### src/rtl/seq_chunk_adder_pkg.sv
// Shared constants and helpers for the chunked sequential adder.
package seq_chunk_adder_pkg;

  // Controller states, kept as plain two-bit codes so the encoding is fixed
  // and visible in waveforms and downstream tools.
  localparam logic [1:0] ST_IDLE = 2'd0;
  localparam logic [1:0] ST_RUN  = 2'd1;
  localparam logic [1:0] ST_DONE = 2'd2;

  // Number of CHUNK-bit slices in a WIDTH-bit operand.
  function automatic int calc_nchunk(input int width, input int chunk);
    return width / chunk;
  endfunction

  // Width of the chunk index counter; never narrower than one bit so the
  // single-chunk configuration still has a legal register.
  function automatic int calc_idx_width(input int nchunk);
    return (nchunk <= 1) ? 1 : $clog2(nchunk);
  endfunction

endpackage

### src/rtl/seq_chunk_adder_if.sv
// Operand/result handshake bundle between producers, the adder and consumers.
interface seq_chunk_adder_if #(
  parameter int WIDTH = 16
);

  logic             in_valid;
  logic             in_ready;
  logic [WIDTH-1:0] a;
  logic [WIDTH-1:0] b;
  logic             cin;
  logic             sub;
  logic             out_valid;
  logic             out_ready;
  logic [WIDTH-1:0] sum;
  logic             cout;
  logic             ovf;

  // Producer/consumer side.
  modport master (
    output in_valid, a, b, cin, sub, out_ready,
    input  in_ready, out_valid, sum, cout, ovf
  );

  // Adder side.
  modport slave (
    input  in_valid, a, b, cin, sub, out_ready,
    output in_ready, out_valid, sum, cout, ovf
  );

endinterface

### src/rtl/seq_chunk_adder_add_chunk.sv
// Combinational CHUNK-bit adder slice with carry in and carry out.
module seq_chunk_adder_add_chunk #(
  parameter int CHUNK = 4
) (
  input  logic [CHUNK-1:0] a,
  input  logic [CHUNK-1:0] b,
  input  logic             cin,
  output logic [CHUNK-1:0] s,
  output logic             cout
);

  // Widen by one bit so the carry falls out of the top of the sum.
  assign {cout, s} = {1'b0, a} + {1'b0, b} + {{CHUNK{1'b0}}, cin};

endmodule

### src/rtl/seq_chunk_adder.sv
// Multi-cycle WIDTH-bit adder/subtractor that processes CHUNK bits per clock,
// carrying between slices through a register.
module seq_chunk_adder
  import seq_chunk_adder_pkg::*;
#(
  parameter int WIDTH = 16,
  parameter int CHUNK = 4
) (
  input  logic               clk,
  input  logic               rst,
  seq_chunk_adder_if.slave   bus
);

  localparam int NCHUNK = calc_nchunk(WIDTH, CHUNK);
  localparam int IW     = calc_idx_width(NCHUNK);

  logic [1:0]       state;
  logic [WIDTH-1:0] a_q;
  logic [WIDTH-1:0] b_q;      // already inverted for subtract
  logic [WIDTH-1:0] sum_q;
  logic             carry_q;
  logic [IW-1:0]    idx_q;
  logic             cout_q;
  logic             ovf_q;

  logic [CHUNK-1:0] chunk_a;
  logic [CHUNK-1:0] chunk_b;
  logic [CHUNK-1:0] chunk_s;
  logic             chunk_c;
  logic             last_chunk;
  logic             accept;
  logic             release_result;

  assign chunk_a        = a_q[idx_q*CHUNK +: CHUNK];
  assign chunk_b        = b_q[idx_q*CHUNK +: CHUNK];
  assign last_chunk     = (idx_q == IW'(NCHUNK - 1));
  assign accept         = bus.in_valid && (state == ST_IDLE);
  assign release_result = bus.out_ready && (state == ST_DONE);

  seq_chunk_adder_add_chunk #(
    .CHUNK (CHUNK)
  ) u_add_chunk (
    .a    (chunk_a),
    .b    (chunk_b),
    .cin  (carry_q),
    .s    (chunk_s),
    .cout (chunk_c)
  );

  // Controller plus datapath registers: accept, ripple one slice per edge,
  // then hold the result until the consumer takes it.
  // NOTE: all registered state uses non-blocking assignment so every flop
  // samples pre-edge values, independent of statement order.
  always_ff @(posedge clk or posedge rst) begin
    if (rst) begin
      state   <= ST_IDLE;
      a_q     <= '0;
      b_q     <= '0;
      sum_q   <= '0;
      carry_q <= 1'b0;
      idx_q   <= '0;
      cout_q  <= 1'b0;
      ovf_q   <= 1'b0;
    end else begin
      case (state)
        ST_IDLE: begin
          if (accept) begin
            a_q     <= bus.a;
            b_q     <= bus.sub ? ~bus.b : bus.b;
            carry_q <= bus.sub ? 1'b1 : bus.cin;
            sum_q   <= '0;
            idx_q   <= '0;
            state   <= ST_RUN;
          end
        end
        ST_RUN: begin
          sum_q[idx_q*CHUNK +: CHUNK] <= chunk_s;
          carry_q                     <= chunk_c;
          if (last_chunk) begin
            cout_q <= chunk_c;
            // Signed overflow: operands agree in sign but the result does not.
            ovf_q  <= (a_q[WIDTH-1] == b_q[WIDTH-1]) &&
                      (chunk_s[CHUNK-1] != a_q[WIDTH-1]);
            idx_q  <= '0;
            state  <= ST_DONE;
          end else begin
            idx_q <= idx_q + IW'(1);
          end
        end
        ST_DONE: begin
          if (release_result) begin
            state <= ST_IDLE;
          end
        end
        default: begin
          state <= ST_IDLE;
        end
      endcase
    end
  end

  assign bus.in_ready  = (state == ST_IDLE);
  assign bus.out_valid = (state == ST_DONE);
  assign bus.sum       = sum_q;
  assign bus.cout      = cout_q;
  assign bus.ovf       = ovf_q;

endmodule

### src/flat_wrapper.sv
// flat-port wrapper written by rule: the top's interface ports become plain ports
module seq_chunk_adder_flat import seq_chunk_adder_pkg::*;
#(
  parameter int WIDTH = 16,
  parameter int CHUNK = 4
)
  (clk, rst, bus_in_valid, bus_a, bus_b, bus_cin, bus_sub, bus_out_ready, bus_in_ready, bus_out_valid, bus_sum, bus_cout, bus_ovf);
  seq_chunk_adder_if #(.WIDTH(WIDTH)) bus_i ();
  input  logic clk;
  input  logic rst;
  input wire logic [$bits(bus_i.in_valid)-1:0] bus_in_valid;
  input wire logic [$bits(bus_i.a)-1:0] bus_a;
  input wire logic [$bits(bus_i.b)-1:0] bus_b;
  input wire logic [$bits(bus_i.cin)-1:0] bus_cin;
  input wire logic [$bits(bus_i.sub)-1:0] bus_sub;
  input wire logic [$bits(bus_i.out_ready)-1:0] bus_out_ready;
  output wire logic [$bits(bus_i.in_ready)-1:0] bus_in_ready;
  output wire logic [$bits(bus_i.out_valid)-1:0] bus_out_valid;
  output wire logic [$bits(bus_i.sum)-1:0] bus_sum;
  output wire logic [$bits(bus_i.cout)-1:0] bus_cout;
  output wire logic [$bits(bus_i.ovf)-1:0] bus_ovf;
  assign bus_i.in_valid = bus_in_valid;
  assign bus_i.a = bus_a;
  assign bus_i.b = bus_b;
  assign bus_i.cin = bus_cin;
  assign bus_i.sub = bus_sub;
  assign bus_i.out_ready = bus_out_ready;
  assign bus_in_ready = bus_i.in_ready;
  assign bus_out_valid = bus_i.out_valid;
  assign bus_sum = bus_i.sum;
  assign bus_cout = bus_i.cout;
  assign bus_ovf = bus_i.ovf;
  seq_chunk_adder #(.WIDTH(WIDTH), .CHUNK(CHUNK)) u_core (.clk(clk), .rst(rst), .bus(bus_i));
endmodule
### config.mk
export PLATFORM = sky130hd
export DESIGN_NAME = seq_chunk_adder_flat
export DESIGN_NICKNAME = d
export VERILOG_FILES = /design/src/rtl/seq_chunk_adder_pkg.sv /design/src/rtl/seq_chunk_adder_if.sv /design/src/rtl/seq_chunk_adder_add_chunk.sv /design/src/rtl/seq_chunk_adder.sv /design/src/flat_wrapper.sv
export SDC_FILE = /design/constraint.sdc
export NUM_CORES = 1
export LEC_CHECK = 0
export ABC_AREA = 1
export CORE_ASPECT_RATIO = 1.2
export CORE_MARGIN = 1.5
export CORE_UTILIZATION = 50
export DETAILED_ROUTE_END_ITERATION = 8
export PLACE_DENSITY_LB_ADDON = 0.15
export SLEW_MARGIN = 10
export SYNTH_ARGS = -nofsm -noshare
export SYNTH_HDL_FRONTEND = slang
export SYNTH_HIERARCHICAL = 1
export SYNTH_SLANG_ARGS = --single-unit
### constraint.sdc
create_clock -name clk -period 4.1 [get_ports clk]
set_input_delay 0.41 -clock clk [delete_from_list [all_inputs] [get_ports clk]]
set_output_delay 0.41 -clock clk [all_outputs]
set_load 0.05 [all_outputs]
==> qor.yml <==
run_status:
  status: "complete, no violations"
synth:
  ys.flop_type: "dfrtp_1"
  synth-compound-area-share: 0.09654
  synth_fa_ha_area_frac: 0.05211
  synthSimpleGateAreaFrac: 0.2499
  synth_area_leaders: "dfrtp_1 47%, nand2_1 14%, nand3_1 5.8%"
  synthMuxAreaShare: 0
  synth_area_per_cell_sq_um: 8.274
  ys_ff_latch: 55
  synthXorXnorAreaFrac: 0.05083
  synth_edf_count: 0
  synth_top_area_frac: 0.4699
  async_reset_ff_frac: 1.000
  synth_area_sq_um: 2929
  synth_top_family_by_area: "simple AND/OR/NAND/NOR gates"
  synthesis.nets: 403
  yosysTopAreaCell: "dfrtp_1"
  seq_area_frac_synth: 0.4699
  syn-instance-count: 354
  ys_warn_count: 6
  synth.distinct_cells: 24
worst_setup_path:
  reg2reg_depth: 12
  cp-end-kind: "flip-flop"
  crit_type: "reg -> reg"
  required_ns: 4.35
  cp_top_family: "buffers and inverters"
  startpoint_type: "flip-flop"
  crit_arrival_ns: 3.36
  reg2reg_from: "u_core/idx_q[0]$_DFFE_PP0P_"
  cpMaxStageDelayCell: "inv_1"
  crit_buf_inv: 4
  ff2ff_setup_slack_ns: 0.98
  critPathMaxFanout: 32
  worstPathCellList: "inv_1, nand2_1, o211ai_1, nand2_1, fa_1, inv_1, fa_1, inv_1, inv_1, nor3_1, nand2_1, nand2_1"
  slowest_delay_ns: 0.72
  r2r_end: "u_core/bus.sum[5]$_DFFE_PP0P_"
power:
  ir_drop_v: 0.0003765
  power_density_nw_per_um2: 823.2
  power_mw: 2.947
  p_leak_nw: 1.749
drt:
  wl_per_cell_um: 12.26
  drc: 0
  dr.pass1.iters: 4
  top_layer_used: "met4"
  met3_length_um: 212
  wl_met1_mm: 2.619
  finalWirelength_mm: 5.909
  drt_iter0_markers: 98
  dr_wl_met2_mm: 3.004
  postRouteAntennaNets: 0
  vias_per_cell: 4.900
  vias: 2362
clock_tree:
  cts-root-buf: "clkbuf_8"
  cts.sinks: 55
  ctsHoldBuffers: 0
  cts_setup_buffers: 0
  cts.htree.levels: 2
  clk_path_buf_depth: 2
  insertion_delay_ns: 0.31
  cts_tree: "done"
  cts.reportedPaths.clkPinSlew_ns: 0.10
  cts_buffers: 5
  cts_resized: 0
sta:
  setup_viol: 0
  tightest_slew_ns: 0.9181
  timing.fmax_mhz: 321.0
  worst_clock_skew_ns: 0.01115
  period_needed_ns: 3.115
  rsz0062_at_grt: "no"
  slew_headroom: 0.3872
  setup_tns_ns: 0
  fin_crit_sh: 0.7599
  hold_viol_final: 0
  slew_violations: 0
cells_and_area:
  area_growth_pct: 22.21
  drive_gt1_frac: 0.03483
  final_nets: 450
  fill_cells: 515
  antenna_cells: 0
floorplanning:
  io_pins: 58
  die_x_um: 72.87
  fp.dieH_um: 86.85
  start_util: 0.5168
  design.core.area_sq_um: 5668
  dieArea_sq_um: 6328
  rows: 30
worst_hold_path:
  hold_path.class: "reg -> reg"
  hold-path-cell-count: 2
  hold_end: "u_core/bus.cout$_DFFE_PP0P_"
  hp-start: "u_core/bus.cout$_DFFE_PP0P_"
grt:
  grt_overflow_total: 0
  grt_max_degree: 74
  grtUsageTotal: 0.2109
  grt_pass1_wl_mm: 10.34
  antenna_found_initial: 0
  first_global_vias: 2250
place:
  detailed_place_hpwl_mm: 4.362
  place_congestion: 0.8384
  port_buffers: 57
job:
  drv_cap: 0
## cell type report
| cell class | count | area [sq um] | area share |
|---|---|---|---|
| Inverter | 34 | 128.9 | 0.03600 |
| Clock inverter | 3 | 18.77 | 0.005243 |
| Tap cell | 80 | 100.1 | 0.02796 |
| Sequential cell | 55 | 1376 | 0.3845 |
| Clock buffer | 5 | 68.82 | 0.01922 |
| Multi-Input combinational cell | 248 | 1316 | 0.3677 |
| Timing Repair Buffer | 57 | 570.5 | 0.1594 |
## synthesized netlist by cell type (all sizes together), types with 3 or more instances
master and count:
xnor2 17, buf 13, dfrtp 55, o21a 8, nand4 5, nand3 34
nand2 110, inv 34, o21ai 24, ha 9, o211ai 12, nor2 22
nor3 3, clkbuf 4
## per-layer routing
metal / vias up / track usage
li1: 1231 / -
met1: 1076 / 0.2663
met2: 50 / 0.3653
met3: 5 / 0.03605
met4: 0 / 0.06690
met5: - / 0
## flip-flops by register name, indices dropped and copies added (netlist names)
register / flops
u_core/state: 2
u_core/a_q: 16
u_core/bus.ovf: 1
u_core/bus.cout: 1
u_core/bus.sum: 16
u_core/idx_q: 2
u_core/b_q: 16
u_core/carry_q: 1
## metrics by stage
step / cell area, sq um / hold slack [ns] / setup slack (ns) / std cells / util
after global routing: 3580 / 0.5025 / 0.6463 / 482 / 0.6316
after global placement: 3491 / 0.4598 / 1.169 / 474 / 0.6159
after detailed placement: 3491 / 0.4635 / 1.066 / 474 / 0.6159
final: 3580 / 0.4820 / 0.9845 / 482 / 0.6316
after CTS: 3578 / 0.4884 / 1.036 / 482 / 0.6313
after floorplan: 2929 / 0.4424 / 1.735 / 354 / -
## cells in the final DEF (no fill, tap or decap), drive strengths merged, types with 8 or more instances in the layout
master,netlist,layout
o21ai,24,24
nand3,34,34
xnor2,17,17
o211ai,12,12
dfrtp,55,55
o21a,8,8
ha,9,9
nand2,110,110
inv,34,34
clkdlybuf4s50,0,57
nor2,22,22
## how the worst max path moves through the flow
stage,startpoint,end,slack (ns),cells after the start
detailed placement,u_core/idx_q[0]$_DFFE_PP0P_,u_core/bus.sum[5]$_DFFE_PP0P_,1.07,12
global placement,u_core/idx_q[0]$_DFFE_PP0P_,u_core/bus.sum[13]$_DFFE_PP0P_,1.17,12
floorplan,u_core/idx_q[0]$_DFFE_PP0P_,u_core/bus.sum[13]$_DFFE_PP0P_,1.73,13
global route,u_core/idx_q[0]$_DFFE_PP0P_,u_core/bus.sum[5]$_DFFE_PP0P_,0.65,12
finish,u_core/idx_q[0]$_DFFE_PP0P_,u_core/bus.sum[5]$_DFFE_PP0P_,0.98,12
CTS,u_core/idx_q[0]$_DFFE_PP0P_,u_core/bus.sum[5]$_DFFE_PP0P_,1.04,12
## logic make-up after synthesis
kind of cell	count (synthesis)
flip-flops	55
buffers and inverters	51
XOR/XNOR	17
adder cells (fa/ha/maj)	11
AND/OR/NAND/NOR	174
AO/OA/AOI/OAI	46
## power breakdown
group / total [mW] / switching (mW) / leakage (nW) / internal [mW]
logic: 1.70 / 1.11 / 1.01 / 0.598
clock network: 0.297 / 0.177 / 0.0483 / 0.121
registers: 0.946 / 0.174 / 0.693 / 0.771
total: 2.95 / 1.46 / 1.75 / 1.49
## worst register-to-register path: cells and delay by family (launching register included)
| family | cells | cell delay, ns |
|---|---|---|
| AOI/OAI and AO/OA | 1 | 0.11 |
| and+or+nand+nor | 5 | 0.61 |
| DFF | 1 | 0.55 |
| adders and majority gates | 2 | 0.85 |
| buffers and inverters | 4 | 0.93 |
Note: power is estimated with default switching activity, not from simulation.
